`config.mk`:
```
export PLATFORM = sky130hd
export DESIGN_NAME = x_host_link
export DESIGN_NICKNAME = d
export VERILOG_FILES = /design/src/rtl/x_host_link_pkg.sv /design/src/rtl/x_host_uart_rx.sv /design/src/rtl/x_host_link.sv
export SDC_FILE = /design/constraint.sdc
export NUM_CORES = 1
export LEC_CHECK = 0
export ABC_CLOCK_PERIOD_IN_PS = 5200
export CORE_UTILIZATION = 52
export DETAILED_ROUTE_END_ITERATION = 7
export HOLD_SLACK_MARGIN = 0.06
export PLACE_DENSITY = 0.76
export SETUP_SLACK_MARGIN = 0.2
export SYNTH_ARGS = -nofsm -noshare
export SYNTH_HDL_FRONTEND = slang
export SYNTH_HIERARCHICAL = 1
export SYNTH_SLANG_ARGS = --single-unit
```
`constraint.sdc`:
```
create_clock -name i_clk -period 5.2 [get_ports i_clk]
set_input_delay 1.3 -clock i_clk [delete_from_list [all_inputs] [get_ports i_clk]]
set_output_delay 1.3 -clock i_clk [all_outputs]
set_load 0.005 [all_outputs]
```
`src/rtl/x_host_link_pkg.sv`:
```
// Shared types and constants for the host-side UART control link.
// Bit period helper clamps very fast baud settings to a usable minimum.
package x_host_link_pkg;

  typedef enum logic [1:0] {IDLE, SEND, WAIT, DONE} state_t;

  localparam int c_bytes = 4;

  typedef logic [1:0] byte_idx_t;

  function automatic int bit_period(input int clk_hz, input int baud);
    int p;
    p = clk_hz / baud;
    return (p < 4) ? 4 : p;
  endfunction

endpackage

```
`src/rtl/x_host_uart_rx.sv`:
```
// 8N1 UART receiver: 2-flop synchronizer, falling-edge start detect,
// half-bit glitch re-check, mid-bit sampling, byte strobe with framing error.
module x_host_uart_rx
  import x_host_link_pkg::*;
#(
  parameter int p_bit = 10
) (
  input  logic       i_clk,
  input  logic       i_rst,
  input  logic       i_en,
  input  logic       i_rx,
  output logic       o_start_det,
  output logic       o_byte_valid,
  output logic [7:0] o_byte_data,
  output logic       o_frame_err
);

  localparam int c_half = p_bit / 2;
  localparam int c_cw   = $clog2(p_bit);

  logic            rx_meta_reg;
  logic            rx_sync_reg;
  logic            rx_prev_reg;
  logic            active_reg;
  logic [c_cw-1:0] tick_reg;
  logic [3:0]      bit_idx_reg;
  logic [7:0]      shift_reg;

  // Only a falling edge seen while hunting counts as a start bit.
  assign o_start_det = i_en & ~active_reg & rx_prev_reg & ~rx_sync_reg;

  always_ff @(posedge i_clk or posedge i_rst) begin
    if (i_rst) begin
      rx_meta_reg  <= 1'b1;
      rx_sync_reg  <= 1'b1;
      rx_prev_reg  <= 1'b1;
      active_reg   <= 1'b0;
      tick_reg     <= '0;
      bit_idx_reg  <= '0;
      shift_reg    <= '0;
      o_byte_valid <= 1'b0;
      o_byte_data  <= '0;
      o_frame_err  <= 1'b0;
    end else begin
      rx_meta_reg  <= i_rx;
      rx_sync_reg  <= rx_meta_reg;
      rx_prev_reg  <= rx_sync_reg;
      o_byte_valid <= 1'b0;
      if (!i_en) begin
        active_reg <= 1'b0;
      end else if (o_start_det) begin
        active_reg  <= 1'b1;
        tick_reg    <= c_cw'(c_half - 1);
        bit_idx_reg <= '0;
      end else if (active_reg) begin
        if (tick_reg != '0) begin
          tick_reg <= tick_reg - 1'b1;
        end else begin
          tick_reg    <= c_cw'(p_bit - 1);
          bit_idx_reg <= bit_idx_reg + 1'b1;
          if (bit_idx_reg == 4'd0) begin
            if (rx_sync_reg) active_reg <= 1'b0;
          end else if (bit_idx_reg <= 4'd8) begin
            shift_reg <= {rx_sync_reg, shift_reg[7:1]};
          end else begin
            active_reg   <= 1'b0;
            o_byte_valid <= 1'b1;
            o_byte_data  <= shift_reg;
            o_frame_err  <= ~rx_sync_reg;
          end
        end
      end
    end
  end

endmodule

```
`src/rtl/x_host_link.sv`:
```
// Host side of the UART control link: sends a 32-bit request as four 8N1
// bytes (LSB byte first) and gathers the 4-byte reply into one response word.
module x_host_link
  import x_host_link_pkg::*;
#(
  parameter int p_clk_hz  = 96000000,
  parameter int p_baud    = 115200,
  parameter int p_timeout = 1000000
) (
  input  logic        i_clk,
  input  logic        i_rst,
  input  logic        i_req_valid,
  output logic        o_req_ready,
  input  logic [31:0] i_req_data,
  output logic        o_rsp_valid,
  output logic [31:0] o_rsp_data,
  output logic        o_rsp_timeout,
  output logic        o_rsp_err,
  output logic        o_busy,
  output logic        o_tx,
  input  logic        i_rx
);

  localparam int c_bit = bit_period(p_clk_hz, p_baud);
  localparam int c_cw  = $clog2(c_bit);
  localparam int c_tw  = $clog2(p_timeout + 1);

  state_t          state_reg;
  logic [31:0]     req_reg;
  logic [c_cw-1:0] tx_tick_reg;
  logic [3:0]      tx_bit_reg;
  byte_idx_t       tx_idx_reg;
  logic [c_tw-1:0] tmo_cnt_reg;
  logic [31:0]     rsp_buf_reg;
  logic [2:0]      rx_cnt_reg;
  logic            rx_err_reg;

  logic       rx_en;
  logic       rx_start;
  logic       rx_valid;
  logic       rx_ferr;
  logic [7:0] rx_byte;
  logic [7:0] tx_cur;
  logic [7:0] req_bytes [c_bytes];

  genvar gi;
  generate
    for (gi = 0; gi < c_bytes; gi++) begin : g_req_lane
      assign req_bytes[gi] = req_reg[8*gi +: 8];
    end
  endgenerate

  assign tx_cur = req_bytes[tx_idx_reg];

  // The receiver listens during SEND too, so a loopback echo is captured.
  assign rx_en = (state_reg == SEND) || (state_reg == WAIT);

  x_host_uart_rx #(
    .p_bit (c_bit)
  ) u_rx (
    .i_clk        (i_clk),
    .i_rst        (i_rst),
    .i_en         (rx_en),
    .i_rx         (i_rx),
    .o_start_det  (rx_start),
    .o_byte_valid (rx_valid),
    .o_byte_data  (rx_byte),
    .o_frame_err  (rx_ferr)
  );

  always_ff @(posedge i_clk or posedge i_rst) begin
    if (i_rst) begin
      state_reg     <= IDLE;
      o_tx          <= 1'b1;
      o_req_ready   <= 1'b0;
      o_busy        <= 1'b0;
      o_rsp_valid   <= 1'b0;
      o_rsp_data    <= '0;
      o_rsp_timeout <= 1'b0;
      o_rsp_err     <= 1'b0;
      req_reg       <= '0;
      tx_tick_reg   <= '0;
      tx_bit_reg    <= '0;
      tx_idx_reg    <= '0;
      tmo_cnt_reg   <= '0;
      rsp_buf_reg   <= '0;
      rx_cnt_reg    <= '0;
      rx_err_reg    <= 1'b0;
    end else begin
      if (rx_en && rx_valid && (rx_cnt_reg < 3'(c_bytes))) begin
        rsp_buf_reg[8*rx_cnt_reg[1:0] +: 8] <= rx_byte;
        rx_cnt_reg <= rx_cnt_reg + 1'b1;
        rx_err_reg <= rx_err_reg | rx_ferr;
      end
      case (state_reg)
        IDLE: begin
          o_req_ready <= 1'b1;
          if (i_req_valid && o_req_ready) begin
            state_reg   <= SEND;
            o_req_ready <= 1'b0;
            o_busy      <= 1'b1;
            req_reg     <= i_req_data;
            o_tx        <= 1'b0;
            tx_tick_reg <= c_cw'(c_bit - 1);
            tx_bit_reg  <= '0;
            tx_idx_reg  <= '0;
            rsp_buf_reg <= '0;
            rx_cnt_reg  <= '0;
            rx_err_reg  <= 1'b0;
          end
        end
        SEND: begin
          if (tx_tick_reg != '0) begin
            tx_tick_reg <= tx_tick_reg - 1'b1;
          end else begin
            tx_tick_reg <= c_cw'(c_bit - 1);
            if (tx_bit_reg == 4'd9) begin
              if (tx_idx_reg == byte_idx_t'(c_bytes - 1)) begin
                state_reg   <= WAIT;
                tmo_cnt_reg <= '0;
              end else begin
                tx_idx_reg <= tx_idx_reg + 1'b1;
                tx_bit_reg <= '0;
                o_tx       <= 1'b0;
              end
            end else begin
              tx_bit_reg <= tx_bit_reg + 1'b1;
              o_tx       <= (tx_bit_reg == 4'd8) ? 1'b1 : tx_cur[tx_bit_reg[2:0]];
            end
          end
        end
        WAIT: begin
          // Timeout is checked first so it wins over a coincident start bit.
          if (tmo_cnt_reg == c_tw'(p_timeout)) begin
            state_reg     <= DONE;
            o_rsp_valid   <= 1'b1;
            o_rsp_data    <= rsp_buf_reg;
            o_rsp_timeout <= 1'b1;
            o_rsp_err     <= rx_err_reg;
          end else if (rx_cnt_reg == 3'(c_bytes)) begin
            state_reg     <= DONE;
            o_rsp_valid   <= 1'b1;
            o_rsp_data    <= rsp_buf_reg;
            o_rsp_timeout <= 1'b0;
            o_rsp_err     <= rx_err_reg;
          end else if (rx_start) begin
            tmo_cnt_reg <= '0;
          end else begin
            tmo_cnt_reg <= tmo_cnt_reg + 1'b1;
          end
        end
        DONE: begin
          state_reg   <= IDLE;
          o_rsp_valid <= 1'b0;
          o_busy      <= 1'b0;
          o_req_ready <= 1'b1;
        end
        default: state_reg <= IDLE;
      endcase
    end
  end

endmodule
```
# After elaboration in Yosys (flattened, before gate mapping)
# Cells that the tools add are included.
# word_totals
register_bits	180
inputBits	36
out_inout_bits	38
wordCells	176
# op_classes
addsub	8
magnitude_cmp	4
eq_ne	18
shift	2
n_mux	80
n_bitwise	11
reduce_logical	27
# op_table
op	n
$mux 32	5
$mux 20	6
$mux 10	5
$pmux 20 s2	1
$neg 5->34	1
$shift 8x34->32 const A	1
$shiftx 8x34->32	1
$bwmux 32	1
$mux 1	30
$mux 4	7
$add 20x1->20 const B	1
$eq 20x20->1 const B	1
$mux 2	10
$pmux 10 s2	1
$reduce_bool 10->1	2
$sub 10x1->10 const B	2
$reduce_and 6->1	3
$bmux 8 s2	1
$mux 8	2
$ne 2x2->1 const B	6
$reduce_and 2->1	6
$reduce_bool 2->1	6
$reduce_and 5->1	2
$mux 3	3
other kinds (29)	46

# Longest topological paths before layout
# depth
depth_word	10
mapped_depth	11
mapped_depth_nobuf	8

# Modules after synthesis
# The synthesis kept the hierarchy.
# modules_own_cells
mod	n_inst	cells_per_inst	area_each_um2	seq_area_each_um2
x_host_link	1	668	6814.0	3604.7
x_host_uart_rx	1	133	1611.5	904.6

# Worst setup path after synthesis
# Ideal clock, no wire load.
# synth_path
kind	input-to-reg
start	in i_req_valid
end	reg tx_bit_reg[1]
setup_ns	0.129
arrival_time_ns	2.605
required_time_ns	5.071
setup_slack_ns	2.466
stages	8
cell_sequence	and3_1 clkbuf_1 or2_2 clkbuf_1 and2_0 clkbuf_1 a32oi_1 o22ai_1
# synth_via
elab_chain_len	3
# synth_lines
item	line	text
from (decl)	x_host_link.sv:12	input logic i_req_valid,
$logic_and 1x1->1	x_host_link.sv:98	if (i_req_valid && o_req_ready) begin
$ne 2x2->1 (no line)	-	
$reduce_and 4->1 (no line)	-	
to (signal assigned)	x_host_link.sv:127	tx_bit_reg <= tx_bit_reg + 1'b1;
to (decl)	x_host_link.sv:31	logic [3:0] tx_bit_reg;
# No other way between the ends.
# A chain may end at the register's enable or synchronous reset.

# Final worst setup path
# layout_path
start	reg tx_idx_reg[0]
end	reg tmo_cnt_reg[19]
# layout_via
elab_chain_len	3
# layout_lines
item	line	text
from (decl)	x_host_link.sv:32	byte_idx_t tx_idx_reg;
from (signal assigned)	x_host_link.sv:122	tx_idx_reg <= tx_idx_reg + 1'b1;
$eq 2x2->1	x_host_link.sv:118	if (tx_idx_reg == byte_idx_t'(c_bytes - 1)) begin
$ne 2x1->1 (no line)	-	
$reduce_and 6->1 (no line)	-	
to (signal assigned)	x_host_link.sv:149	tmo_cnt_reg <= tmo_cnt_reg + 1'b1;
to (decl)	x_host_link.sv:33	logic [c_tw-1:0] tmo_cnt_reg;
# No other way between the ends.

==> results.sh <==
export IMPL_cts_setup_buffers=0
export IMPL_clock_sinks=180
export IMPL_track_usage=0.232
export IMPL_cts_root_buf="clkbuf_16"
export IMPL_ys_seq_area_frac=0.535
export IMPL_syn_to_final_growth_pct=18.4
export IMPL_r2r_setup_slack_ns=1.80
export IMPL_cts_htree_levels=4
export IMPL_ant_nets=0
export IMPL_synth_seq_cells=180
export IMPL_fin_setup_tns_ns=0
export IMPL_worstPathRequired_ns=5.52
export IMPL_wirelength_um=18000
export IMPL_preCtsSetupSlack_ns=1.61
export IMPL_grt_max_degree=68
export IMPL_nets=919
export IMPL_firstDrtPassIters=5
export IMPL_synthTopCellsByCount="dfrtp_1 (176), nand2_1 (151), mux2_2 (50)"
export IMPL_first_global_vias=6040
export IMPL_port_buffers=73
export IMPL_drt_vias_per_instance=5.71
export IMPL_synth_edf_count=0
export IMPL_coreArea_um2=15800
export IMPL_initialDrtViolationCount=547
export IMPL_powerDensity_nw_per_um2=453
export IMPL_vias=6228
export IMPL_max_slew_margin=0.212
export IMPL_reg2reg_depth=6
export IMPL_synth_top_area_frac=0.523
export IMPL_crit_type="register to register"
export IMPL_hold_path_class="register to register"
export IMPL_finalCritPeriodShare=0.653
export IMPL_max_freq_mhz=294
export IMPL_die_w_um=129
export IMPL_io_pins=74
export IMPL_antenna_found_initial=0
export IMPL_wl_per_cell_um=16.5
export IMPL_irDropWorstVdd_mv=0.282
export IMPL_cts_hold_buf=0
export IMPL_outcome="completed"
export IMPL_cp_start_kind="register"
export IMPL_layout_min_cycle_time_ns=3.40
export IMPL_top_layer_used="met4"
export IMPL_syn_inst=801
export IMPL_cts_tree="done"
export IMPL_hold_violations=0
export IMPL_start_util=0.532
export IMPL_crit_arrival_ns=3.72
export IMPL_wl_met3_um=829
export IMPL_synth_nets=859
export IMPL_clkTransAtPathRegs_ns=0.07
export IMPL_wl_met2_um=8620
export IMPL_synth_cell_types=71
export IMPL_path_max_fanout=18
export IMPL_r2r_start="tx_idx_reg[0]$_DFFE_PP0P_"
export IMPL_gp_congestion=0.876
export IMPL_fp_dieArea_um2=16700
export IMPL_rr_endpoint="tmo_cnt_reg[19]$_DFFE_PP0P_"
export IMPL_dp_hpwl_um=12100
export IMPL_synth_avg_cell_area_um2=10.5
export IMPL_worstMarginPinSlew_ns=1.17
export IMPL_ys_top_cells_by_area="dfrtp_1 (52%), nand2_1 (6.7%), mux2_2 (6.7%), ha_1 (3.3%), a21oi_1 (2.6%)"
export IMPL_clk_insertion_delay_late_ns=0.43
export IMPL_cts_buffers=17
export IMPL_clockBufferDepth=2
export IMPL_setup_viol=0
export IMPL_yosys_cell_count_top_type="dfrtp_1"
export IMPL_skew_ns=0.00646
export IMPL_drc_errors=0
export IMPL_rsz0062_at_grt="no"
export IMPL_grt_ovfl_total=0
export IMPL_slew_violations=0
export IMPL_setup_slack_ns=1.80
export IMPL_p_leak_uw=0.00434
export IMPL_ctsResizeCount=0
export IMPL_yosysTopAreaCell="dfrtp_1"
export IMPL_synthArstFlopShare=1.00
export IMPL_layout_drive_gt1_share=0.136
export IMPL_startpoint="tx_idx_reg[0]$_DFFE_PP0P_"
export IMPL_synth_cell_area_um2=8430
export IMPL_endpoint="tmo_cnt_reg[19]$_DFFE_PP0P_"
export IMPL_ys_flop_type="dfrtp_1"
export IMPL_cp_end_kind="register"
export IMPL_grt_pass1_wl_um=29900
export IMPL_die_height_um=129
export IMPL_antenna_cells=0
export IMPL_maxCapViolations=0
export IMPL_drt_met1_wl_um=8280
export IMPL_num_rows=46
export IMPL_ys_warn_count=6
==> where the power goes <==
part           internal, µW  total, µW  switching (µW)
Clock                   872       1410             538
Combinational           566       1220             651
Sequential             1680       1900             220
Total                  3110       4520            1410
==> how the worst min path moves through the flow <==
stage                          startpoint                          to  cells after the start
6_report       u_rx/rx_meta_reg$_DFF_PP1_  u_rx/rx_sync_reg$_DFF_PP1_                      0
3_5_place_dp   u_rx/rx_meta_reg$_DFF_PP1_  u_rx/rx_sync_reg$_DFF_PP1_                      0
4_1_cts        u_rx/rx_meta_reg$_DFF_PP1_  u_rx/rx_sync_reg$_DFF_PP1_                      0
3_3_place_gp   u_rx/rx_meta_reg$_DFF_PP1_  u_rx/rx_sync_reg$_DFF_PP1_                      0
5_1_grt        u_rx/rx_meta_reg$_DFF_PP1_  u_rx/rx_sync_reg$_DFF_PP1_                      0
2_1_floorplan  u_rx/rx_meta_reg$_DFF_PP1_  u_rx/rx_sync_reg$_DFF_PP1_                      0
==> worst max-delay path: stages (launching register included) <==
cell and delay [ns]:
dfrtp_1 0.77, ha_1 0.34, nand4b_1 0.24, o41ai_4 0.69, nand2_2 0.30, a21oi_2 0.71, o21ba_2 0.25
==> layer usage <==
| metal | up-vias | GRT usage |
|---|---|---|
| met5 | - | 0 |
| met4 | 0 | 0.0761 |
| met3 | 30 | 0.0541 |
| met2 | 175 | 0.373 |
| met1 | 3057 | 0.311 |
| li1 | 2966 | - |
==> cells by family after synthesis <==
logic type | synth area share
AOI/OAI and AO/OA | 0.110
adders and majority gates | 0.0327
buffers and inverters | 0.0333
xor gates and xnor gates | 0.0104
DFF | 0.535
and+or+nand+nor | 0.189
muxes | 0.0903
==> stage by stage <==
stage / power, µW / std cells / hold WS (ns) / util / area, µm²
final: 4520 / 1090 / 0.355 / 0.630 / 9970
after global placement: 3080 / 1058 / 0.346 / 0.588 / 9310
after global routing: 4770 / 1090 / 0.361 / 0.630 / 9970
after floorplan: 2750 / 801 / 0.345 / - / 8430
after detailed placement: 3120 / 1058 / 0.347 / 0.588 / 9310
after CTS: 4550 / 1090 / 0.356 / 0.630 / 9970
==> placed cells by master (no fill, tap or decap), types with 3 or more instances in the layout <==
master             n
nor2b_1            5
dfstp_2            4
or4_1             13
ha_1              22
a21oi_1           43
or3_1             12
bufinv_16          4
nand2b_1           5
or4_4              3
nand4_1            7
xnor2_1            5
clkdlybuf4s50_1   73
inv_1             23
o21ai_0           28
nor2_1            42
and3_1             6
mux2i_1            4
nand2_1          151
a22oi_1           17
nor3_1            12
and2_1             3
clkbuf_8           5
nor4_1             7
xor2_1             5
nand3b_1           3
buf_4              5
mux4_2             7
nand4b_1           3
o211ai_1           5
nand3_1           36
clkinvlp_4         3
o41ai_1            5
mux2_2            50
clkbuf_16         17
o31ai_1           16
dfrtp_1          176
==> cell type report <==
class | instances | area [µm²]
inverter | 25 | 97.6
clock buffer | 22 | 494
multi-input combinational | 558 | 3650
timing repair buffer | 79 | 788
fill | 1276 | 5850
sequential | 180 | 4510
tap | 216 | 270
clock inverter | 10 | 166
Note: power is estimated with default switching activity, not from simulation.
